### src/rtl/sym_vector_capture.sv
// sym_vector_capture
// Drives a pseudo-random byte stream into an external symbol encoder and
// captures the encoder's symbol vectors into a FIFO for later readout.
// A run has three phases: an optional warm-up covering the encoder
// latency, a fixed number of capture cycles, and a drain phase that waits
// for the reader to empty the FIFO.
//
// Optional feature: define SYM_CAPTURE_CHECKSUM_EN to add the io_checksum
// output, a rotate-and-xor signature over every vector accepted into the
// FIFO during the current run.

module sym_vector_capture #(
    parameter int NUM_LANES = 4,
    parameter int SYM_W     = 3,
    parameter int DATA_W    = 8,
    parameter int DEPTH     = 64
) (
    input  logic                       clock,
    input  logic                       reset,
    input  logic                       io_start,
    input  logic                       io_abort,
    input  logic [15:0]                io_num_data,
    input  logic [7:0]                 io_skip,
    input  logic [15:0]                io_seed,
    output logic                       io_tx_enable,
    output logic [DATA_W-1:0]          io_tx_data,
    input  logic [NUM_LANES*SYM_W-1:0] io_syms,
    output logic                       io_rd_valid,
    input  logic                       io_rd_ready,
    output logic [NUM_LANES*SYM_W-1:0] io_rd_data,
    output logic                       io_busy,
    output logic                       io_done,
    output logic                       io_overflow
`ifdef SYM_CAPTURE_CHECKSUM_EN
    ,
    output logic [15:0]                io_checksum
`endif
);

    localparam int          VEC_W        = NUM_LANES * SYM_W;
    localparam int          AW           = $clog2(DEPTH);
    localparam logic [15:0] DEFAULT_SEED = 16'hACE1;

    typedef enum logic [2:0] {
        IDLE,
        WARMUP,
        CAPTURE,
        DRAIN,
        DONE
    } state_t;

    state_t state;
    state_t next_state;

    // Run bookkeeping
    logic [15:0] lfsr;
    logic [15:0] lfsr_next;
    logic [15:0] count;
    logic [7:0]  skip_cnt;
    logic        launch;

    // Capture FIFO: pointers carry one extra wrap bit to tell full from empty
    logic [VEC_W-1:0] mem [DEPTH];
    logic [AW:0]      wr_ptr;
    logic [AW:0]      rd_ptr;
    logic [AW:0]      ptr_diff;
    logic             fifo_empty;
    logic             fifo_full;
    logic             fifo_last;
    logic             pop;
    logic             wr_en;
    logic             drop;

    // A run is launched only from IDLE, and an abort always wins over start
    assign launch = (state == IDLE) && io_start && !io_abort;

    // Taps x^16 + x^14 + x^13 + x^11 sit on bits 15, 13, 12 and 10
    assign lfsr_next = {lfsr[14:0], lfsr[15] ^ lfsr[13] ^ lfsr[12] ^ lfsr[10]};

    assign ptr_diff   = wr_ptr - rd_ptr;
    assign fifo_empty = (wr_ptr == rd_ptr);
    assign fifo_full  = ((wr_ptr ^ rd_ptr) == {1'b1, {AW{1'b0}}});
    assign fifo_last  = (ptr_diff == {{AW{1'b0}}, 1'b1});

    // Readout never bypasses: a vector becomes visible the cycle after it is written
    assign io_rd_valid = !fifo_empty;
    assign io_rd_data  = fifo_empty ? '0 : mem[rd_ptr[AW-1:0]];
    assign pop         = io_rd_valid && io_rd_ready;

    // A full FIFO still accepts a write when the same cycle frees a slot
    assign wr_en = (state == CAPTURE) && !io_abort && (!fifo_full || pop);
    assign drop  = (state == CAPTURE) && !io_abort && fifo_full && !pop;

    // State register
    always_ff @(posedge clock or posedge reset) begin
        if (reset) begin
            state <= IDLE;
        end else begin
            state <= next_state;
        end
    end

    // Next-state decode; DRAIN looks ahead so DONE follows the final pop directly
    always_comb begin
        next_state = state;
        if (io_abort) begin
            next_state = IDLE;
        end else begin
            unique case (state)
                IDLE: begin
                    if (io_start) begin
                        if (io_num_data == 16'd0) begin
                            next_state = DONE;
                        end else if (io_skip != 8'd0) begin
                            next_state = WARMUP;
                        end else begin
                            next_state = CAPTURE;
                        end
                    end
                end
                WARMUP: begin
                    if (skip_cnt <= 8'd1) begin
                        next_state = CAPTURE;
                    end
                end
                CAPTURE: begin
                    if (count <= 16'd1) begin
                        next_state = DRAIN;
                    end
                end
                DRAIN: begin
                    if (fifo_empty || (pop && fifo_last)) begin
                        next_state = DONE;
                    end
                end
                DONE: begin
                    next_state = IDLE;
                end
                default: begin
                    next_state = IDLE;
                end
            endcase
        end
    end

    // Moore outputs; the encoder sees the current LFSR value only while a run feeds it
    always_comb begin
        io_tx_enable = 1'b0;
        io_tx_data   = '0;
        io_busy      = (state != IDLE);
        io_done      = (state == DONE);
        if ((state == WARMUP) || (state == CAPTURE)) begin
            io_tx_enable = 1'b1;
            io_tx_data   = lfsr[DATA_W-1:0];
        end
    end

    // LFSR, vector count and warm-up count: loaded at launch, stepped while feeding the encoder
    always_ff @(posedge clock or posedge reset) begin
        if (reset) begin
            lfsr     <= DEFAULT_SEED;
            count    <= 16'd0;
            skip_cnt <= 8'd0;
        end else if (launch) begin
            lfsr     <= (io_seed == 16'd0) ? DEFAULT_SEED : io_seed;
            count    <= io_num_data;
            skip_cnt <= io_skip;
        end else if (!io_abort) begin
            if (state == WARMUP) begin
                lfsr     <= lfsr_next;
                skip_cnt <= skip_cnt - 8'd1;
            end else if (state == CAPTURE) begin
                lfsr  <= lfsr_next;
                count <= count - 16'd1;
            end
        end
    end

    // FIFO pointers; an abort throws away everything captured so far
    always_ff @(posedge clock or posedge reset) begin
        if (reset) begin
            wr_ptr <= '0;
            rd_ptr <= '0;
        end else if (io_abort) begin
            wr_ptr <= '0;
            rd_ptr <= '0;
        end else begin
            if (wr_en) begin
                wr_ptr <= wr_ptr + 1'b1;
            end
            if (pop) begin
                rd_ptr <= rd_ptr + 1'b1;
            end
        end
    end

    // FIFO storage; contents are only meaningful between the pointers, so no reset
    always_ff @(posedge clock) begin
        if (wr_en) begin
            mem[wr_ptr[AW-1:0]] <= io_syms;
        end
    end

    // Sticky overflow flag: survives abort and DONE, cleared only by a new run
    always_ff @(posedge clock or posedge reset) begin
        if (reset) begin
            io_overflow <= 1'b0;
        end else if (launch) begin
            io_overflow <= 1'b0;
        end else if (drop) begin
            io_overflow <= 1'b1;
        end
    end

`ifdef SYM_CAPTURE_CHECKSUM_EN
    logic [15:0] sym_low;

    // The signature always folds in exactly 16 bits of the vector, zero-extended if narrower
    if (VEC_W >= 16) begin : g_sym_wide
        assign sym_low = io_syms[15:0];
    end else begin : g_sym_narrow
        assign sym_low = {{(16 - VEC_W){1'b0}}, io_syms};
    end

    // Rotate-left-and-xor signature over every vector the FIFO accepts
    always_ff @(posedge clock or posedge reset) begin
        if (reset) begin
            io_checksum <= 16'd0;
        end else if (launch) begin
            io_checksum <= 16'd0;
        end else if (wr_en) begin
            io_checksum <= {io_checksum[14:0], io_checksum[15]} ^ sym_low;
        end
    end
`endif

endmodule

### config.mk
export PLATFORM = sky130hd
export DESIGN_NAME = sym_vector_capture
export DESIGN_NICKNAME = d
export VERILOG_FILES = /design/src/rtl/sym_vector_capture.sv
export SDC_FILE = /design/constraint.sdc
export NUM_CORES = 1
export LEC_CHECK = 0
export CAP_MARGIN = 0
export CORE_MARGIN = 4
export CORE_UTILIZATION = 60
export CTS_CLUSTER_DIAMETER = 60
export DETAILED_ROUTE_END_ITERATION = 10
export PLACE_DENSITY = 0.78
export SYNTH_ARGS = -nofsm -noshare
export SYNTH_HDL_FRONTEND = slang
export SYNTH_SLANG_ARGS = --single-unit
### constraint.sdc
create_clock -name clock -period 4.4 [get_ports clock]
set_input_delay 0.66 -clock clock [delete_from_list [all_inputs] [get_ports clock]]
set_output_delay 0.66 -clock clock [all_outputs]
set_load 0.01 [all_outputs]
==> metrics, run 1 <==
run status=complete, but fails checks; violated checks=setup timing; I/O Buffers=81; fmax=0.224 GHz; Async SR Flop Fraction=7.02%; Worst Hold Class=in -> async; Comb power frac=20.3%; H-Tree Depth=3; Yosys reg bits=826; Crit. End Element=output pin; crit path launch type=register; Finished Cell Area=0.0381 mm2; cell total after placement=2627; clock buffer depth=3; Starting Density=61.0%; sequential fraction of the synthesis area=74.2%; post-route ant nets=0; max_slew headroom=13.4%; Synth area leader=edfxtp_1; via density per instance=6.73; Die X=243 um; worst-margin pin slew=1.30 ns; antenna violations before repair=0; syn nets=1894; CP Max Fanout=22; Ports=82; Synth area leaders=edfxtp_1 70%, mux4_2 11%, dfrtp_1 3.8%; number of remaining DRC errors=0; DPL Wire Length=48.3 mm; Final GP Congestion=0.955; # diodes=0; Clk Latency, worst-skew pair=0.62 ns; register share of total power=45.2%; top cell type's share of synthesized area=69.8%; total gr overflow=0; post-route setup slack=-0.0654 ns; PD cells=524 mW/mm2; crit share post-route=101%; Core ar.=0.0541 mm2; wire per inst=28.6 um; row cnt=85; yosys warns=0; Starting DRT DRC Count=2438; skew final=0.0201 ns; RSZ-0062 raised after global routing=yes; die height=243 um; Tot Pwr=19.9 mW; final setup vio count=1; TritonRoute pass-1 iters=7; Worst Path Required=3.74 ns; Clk pwr share=34.5%; Final TNS setup=-0.0654 ns; WHS=0.345 ns; Synth Area per Inst=18.1 um2; layout cell share with drive strength beyond 1=22.7%; post-place instance area=0.0352 mm2; sw frac=26.0%; Leak Pwr=12.2 nW; Syn Std Cell Area=0.0330 mm2; GRT Total Usage=27.2%; Post-Layout Cell Count=2782; final WL=79.5 mm; Switching Power=5.18 mW; maxcap violations=0; clk sink count=826; mux share of post-synthesis cell area=12.8%; Via Count=18700; Worst R2R Setup Slack=0.74 ns; min Tclk post-route=4.47 ns; Area Overhead vs Synth=15.2%; Syn Inst Count=1824; root buf cell=clkbuf_16; Synth Area in Simple Gates=5.52%; largest net degree at the start of global routing=65; Hold Buf Count CTS=0; Most used DFF post-synth=edfxtp_1; vias in the first global route=18600; Nets=2092; XOR/XNOR Fraction of Synth Area=0.504%; Adder-Cell Fraction of Synth Area=0.515%; Slew Viols, Final=0; CTS tree=built; cell-internal power=14.7 mW; peak supply drop=408 uV; first-pass GRT wire length=120 mm; WP data arrival=3.81 ns; Final Hold Fails=0; critical path type=reg -> out; Synth Area in Compound Gates=4.92%; dpl ws=0.128 ns; CTS clk-pin slew, worst paths=0.06 ns; post-layout util=70.3%; largest family of logic cells by synthesized area=multiplexers; cts bufs inserted=83; die area=0.0589 mm2; Netlist cell types=71; EDFF count, synth=768
## layer usage
layer | routed length (um) | vias up | GRT usage, %
met5 | 0 | - | 0
met4 | 3040 | 0 | 10.9
met3 | 8500 | 204 | 5.04
met2 | 38000 | 1206 | 42.2
met1 | 30000 | 9513 | 39.3
li1 | - | 7788 | -
## flip-flops by register name (all words and copies together) (netlist names)
name,count
state,3
wr_ptr,7
count,16
lfsr,16
mem,768
io_overflow,1
rd_ptr,7
skip_cnt,8
## area by class of cell
| type | instances | area, um2 |
|---|---|---|
| Sequential cell | 826 | 24500 |
| Inverter | 15 | 56.3 |
| Tap cell | 696 | 871 |
| Fill cell | 3228 | 16100 |
| Timing Repair Buffer | 211 | 1830 |
| Multi-Input combinational cell | 885 | 8120 |
| Clock inverter | 51 | 478 |
| Clock buffer | 98 | 2160 |
## synthesized netlist by cell type (16+ instances only)
master    number
edfxtp_1     768
mux4_2       160
nand2_1      133
nor2_1       113
mux2i_1       58
clkbuf_1      56
a21oi_1       50
dfrtp_1       50
nand3_1       43
o21ai_0       38
a22oi_1       27
o221ai_1      24
buf_2         23
nor2b_1       18
nor3_1        17
nor4_1        16
## worst max-delay path, stage by stage, from the launching register on
cell and delay (ns):
dfrtp_4 0.59, buf_4 0.28, nand3_1 0.12, buf_4 0.29
o22ai_1 0.16, a2111oi_2 0.49, a21oi_1 0.15, a21oi_1 0.30
o41ai_4 0.17, buf_4 0.17, clkdlybuf4s50_1 0.47
## kinds of logic after synthesis
| family | after synthesis |
|---|---|
| simple gates | 393 |
| xor+xnor | 19 |
| mux | 222 |
| flops | 826 |
| buf+inv | 113 |
| fa+ha+maj | 13 |
| compound gates | 238 |
## layout by cell type, fill, tap and decap left out, types with 13 or more instances in the layout
cell             instances
nor2_1                 112
edfxtp_1               768
nor4_1                  15
nor3_1                  16
mux4_2                 160
dfrtp_1                 46
nand2_1                133
o22ai_1                 13
o221ai_1                23
nand3_1                 42
a22oi_1                 24
clkbuf_16               84
a31oi_1                 14
clkinv_1                19
buf_4                  119
clkinv_2                13
clkdlybuf4s50_1         69
inv_1                   13
a21oi_1                 49
xnor2_1                 13
clkbuf_1                13
mux2i_1                 58
o21ai_0                 35
nor2b_1                 17
## power groups by stage
stage               Sequential [mW]  Combinational, mW  Clock [mW]
floorplan                      9.09               2.64           0
global placement               9.20               3.76           0
detailed placement             9.22               3.82           0
CTS                            9.00               4.00        6.96
global route                   9.03               4.30        7.32
finish                         9.01               4.04        6.87
## worst paths after layout
path | cells past startpoint | from | to
max | 10 | rd_ptr[2]$_DFFE_PP0P_ | io_rd_data[4]
min | 2 | reset | skip_cnt[3]$_DFFE_PP0P_
max reg2reg | 8 | rd_ptr[2]$_DFFE_PP0P_ | mem[62][2]$_DFFE_PP_
min reg2reg | 2 | lfsr[11]$_DFFE_PP1P_ | lfsr[11]$_DFFE_PP1P_
max in group asynchronous | 3 | reset | lfsr[11]$_DFFE_PP1P_
min in group clock | 1 | io_syms[9] | mem[13][9]$_DFFE_PP_
## repair_timing
item                                    CTS  global route
setup buffers                             6             0
hold endpoints to repair                  0             0
gates resized for setup                  18            14
pin swaps                                 0             1
endpoints found under the setup margin   12            10
No activity file was read; power rests on OpenSTA's default activity.
==> run 2, diff against run 1 <==
MAX_ROUTING_LAYER = met4   (was default)
==> metrics, run 2 (synthesized netlist as in run 1, its figures left out) <==
Starting DRT DRC Count=2569 (+5.4%); Hold Buf Count CTS=0 (unchanged); run status=complete, but fails checks; skew final=0.0232 ns (+0.00310 ns); Final Hold Fails=0 (unchanged); PD cells=524 mW/mm2 (about the same); vias in the first global route=18600 (-0.038%); cell-internal power=14.7 mW (about the same); peak supply drop=408 uV (about the same); commonest cells after routing, fill and taps aside=768 x edfxtp_1, 160 x mux4_2, 133 x nand2_1; R2R depth=8 (unchanged); Core ar.=0.0541 mm2 (unchanged); Comb power frac=20.3% (about the same); CP Max Fanout=22 (unchanged); Switching Power=5.19 mW (about the same); layout cell share with drive strength beyond 1=22.7% (unchanged); final WL=79.6 mm (+0.11%); die area=0.0589 mm2 (unchanged); CTS tree=built; Crit. End Element=output pin; crit path launch type=register; crit path to=io_rd_data[4]; H-Tree Depth=3 (unchanged); antenna violations before repair=0 (unchanged); I/O Buffers=81 (unchanged); most common cell after layout, fill and taps aside=edfxtp_1; Nets=2092 (unchanged); GRT Total Usage=28.0% (+0.81 points); post-route ant nets=0 (unchanged); row cnt=85 (unchanged); Worst R2R Setup Slack=0.73 ns (about the same); min Tclk post-route=4.50 ns (+0.0386 ns); RSZ-0062 raised after global routing=yes; clk sink count=826 (unchanged); cell total after placement=2627 (unchanged); Final GP Congestion=0.972 (+1.8%); worst-margin pin slew=1.29 ns (-0.00508 ns); Area Overhead vs Synth=15.2% (about the same); crit share post-route=102% (+0.88 points); cts bufs inserted=83 (unchanged); Starting Density=61.0% (unchanged); final setup vio count=2 (+1); largest net degree at the start of global routing=65 (unchanged); Clk pwr share=34.5% (about the same); wire per inst=28.6 um (+0.11%); maxcap violations=0 (unchanged); # diodes=0 (unchanged); register share of total power=45.2% (about the same); post-layout util=70.3% (about the same); fmax=0.222 GHz (-0.86%); WHS=0.343 ns (-0.00156 ns); CTS clk-pin slew, worst paths=0.06 ns (about the same); Leak Pwr=12.2 nW (about the same); via density per instance=6.73 (about the same); sw frac=26.0% (about the same); WP data arrival=3.84 ns (+0.03 ns); violated checks=setup timing; crit path launch=rd_ptr[2]$_DFFE_PP0P_; critical path type=reg -> out; Die X=243 um (unchanged); TritonRoute pass-1 iters=8 (+1); Worst Hold Class=in -> async; number of remaining DRC errors=0 (unchanged); post-route setup slack=-0.104 ns (-0.0386 ns); Worst Path Required=3.74 ns (about the same); DPL Wire Length=48.3 mm (unchanged); max FFs per register=768 (unchanged); max_slew headroom=13.7% (+0.34 points); Tot Pwr=19.9 mW (about the same); dpl ws=0.128 ns (unchanged); total gr overflow=0 (unchanged); root buf cell=clkbuf_16; Ports=82 (unchanged); RR Startpoint=rd_ptr[2]$_DFFE_PP0P_; die height=243 um (unchanged); Slew Viols, Final=0 (unchanged); first-pass GRT wire length=120 mm (-0.13%); Clk Latency, worst-skew pair=0.63 ns (about the same); Post-Layout Cell Count=2782 (unchanged); Reg-to-Reg End=mem[62][10]$_DFFE_PP_; Via Count=18700 (+0.0053%); clock buffer depth=3 (unchanged)
==> run 2: cell types whose count changed in the layout (fill, tap and decap cells not counted) <==
cell and delta:
buf_4 -1, buf_6 +1
==> run 2: per-stage QoR <==
step	TNS (ns)	instance area (um2)
after CTS	0	38000
after global placement	0	35200
after floorplan	0	33000
final	-0.104	38100
after global routing	-0.120	38100
after detailed placement	0	35200
==> run 2: timing repair <==
action	in CTS	in global routing
resized for setup	18	15
buffers inserted	6	0
pin swaps	0	1
setup endpoints to repair	12	9
==> run 2: power groups by stage <==
stage                     logic [mW]  clock network [mW]  registers (mW)
final                           4.05                6.87            9.01
after global routing            4.31                7.32            9.03
after CTS                       4.00                6.96            9.00
after detailed placement        3.82                   0            9.22
after global placement          3.76                   0            9.20
after floorplan                 2.64                   0            9.09
==> run 2: worst min-delay path by stage <==
stage / to / slack [ns] / depth (start not counted)
2_1_floorplan: lfsr[14]$_DFFE_PP0P_ / 0.45 / 2
3_3_place_gp: lfsr[11]$_DFFE_PP1P_ / 0.46 / 2
3_5_place_dp: lfsr[6]$_DFFE_PP1P_ / 0.48 / 2
4_1_cts: skip_cnt[3]$_DFFE_PP0P_ / 0.33 / 2
5_1_grt: skip_cnt[5]$_DFFE_PP0P_ / 0.38 / 2
6_report: skip_cnt[3]$_DFFE_PP0P_ / 0.34 / 2
==> run 2: cell type report <==
type,count,area (um2)
clock buffers,98,2160
clock inverters,51,478
fillers,3227,16100
inverters,15,56.3
multi-input cells,885,8120
flip-flops and latches,826,24500
well taps,696,871
repair buffers,211,1830
==> run 2: per-layer routing <==
layer	track usage, %	routed length, um	vias up
met2	42.2	37800	1184
met4	10.8	3050	0
met1	39.1	30200	9524
met5	-	0	-
met3	5.13	8570	209
li1	-	-	7795
==> run 2: worst max-delay path: stages, from the launching register on <==
cell and delay, ns:
dfrtp_4 0.59, buf_4 0.29, nand3_1 0.12, buf_4 0.29
o22ai_1 0.15, a2111oi_2 0.50, a21oi_1 0.16, a21oi_1 0.32
o41ai_4 0.17, buf_4 0.17, clkdlybuf4s50_1 0.47
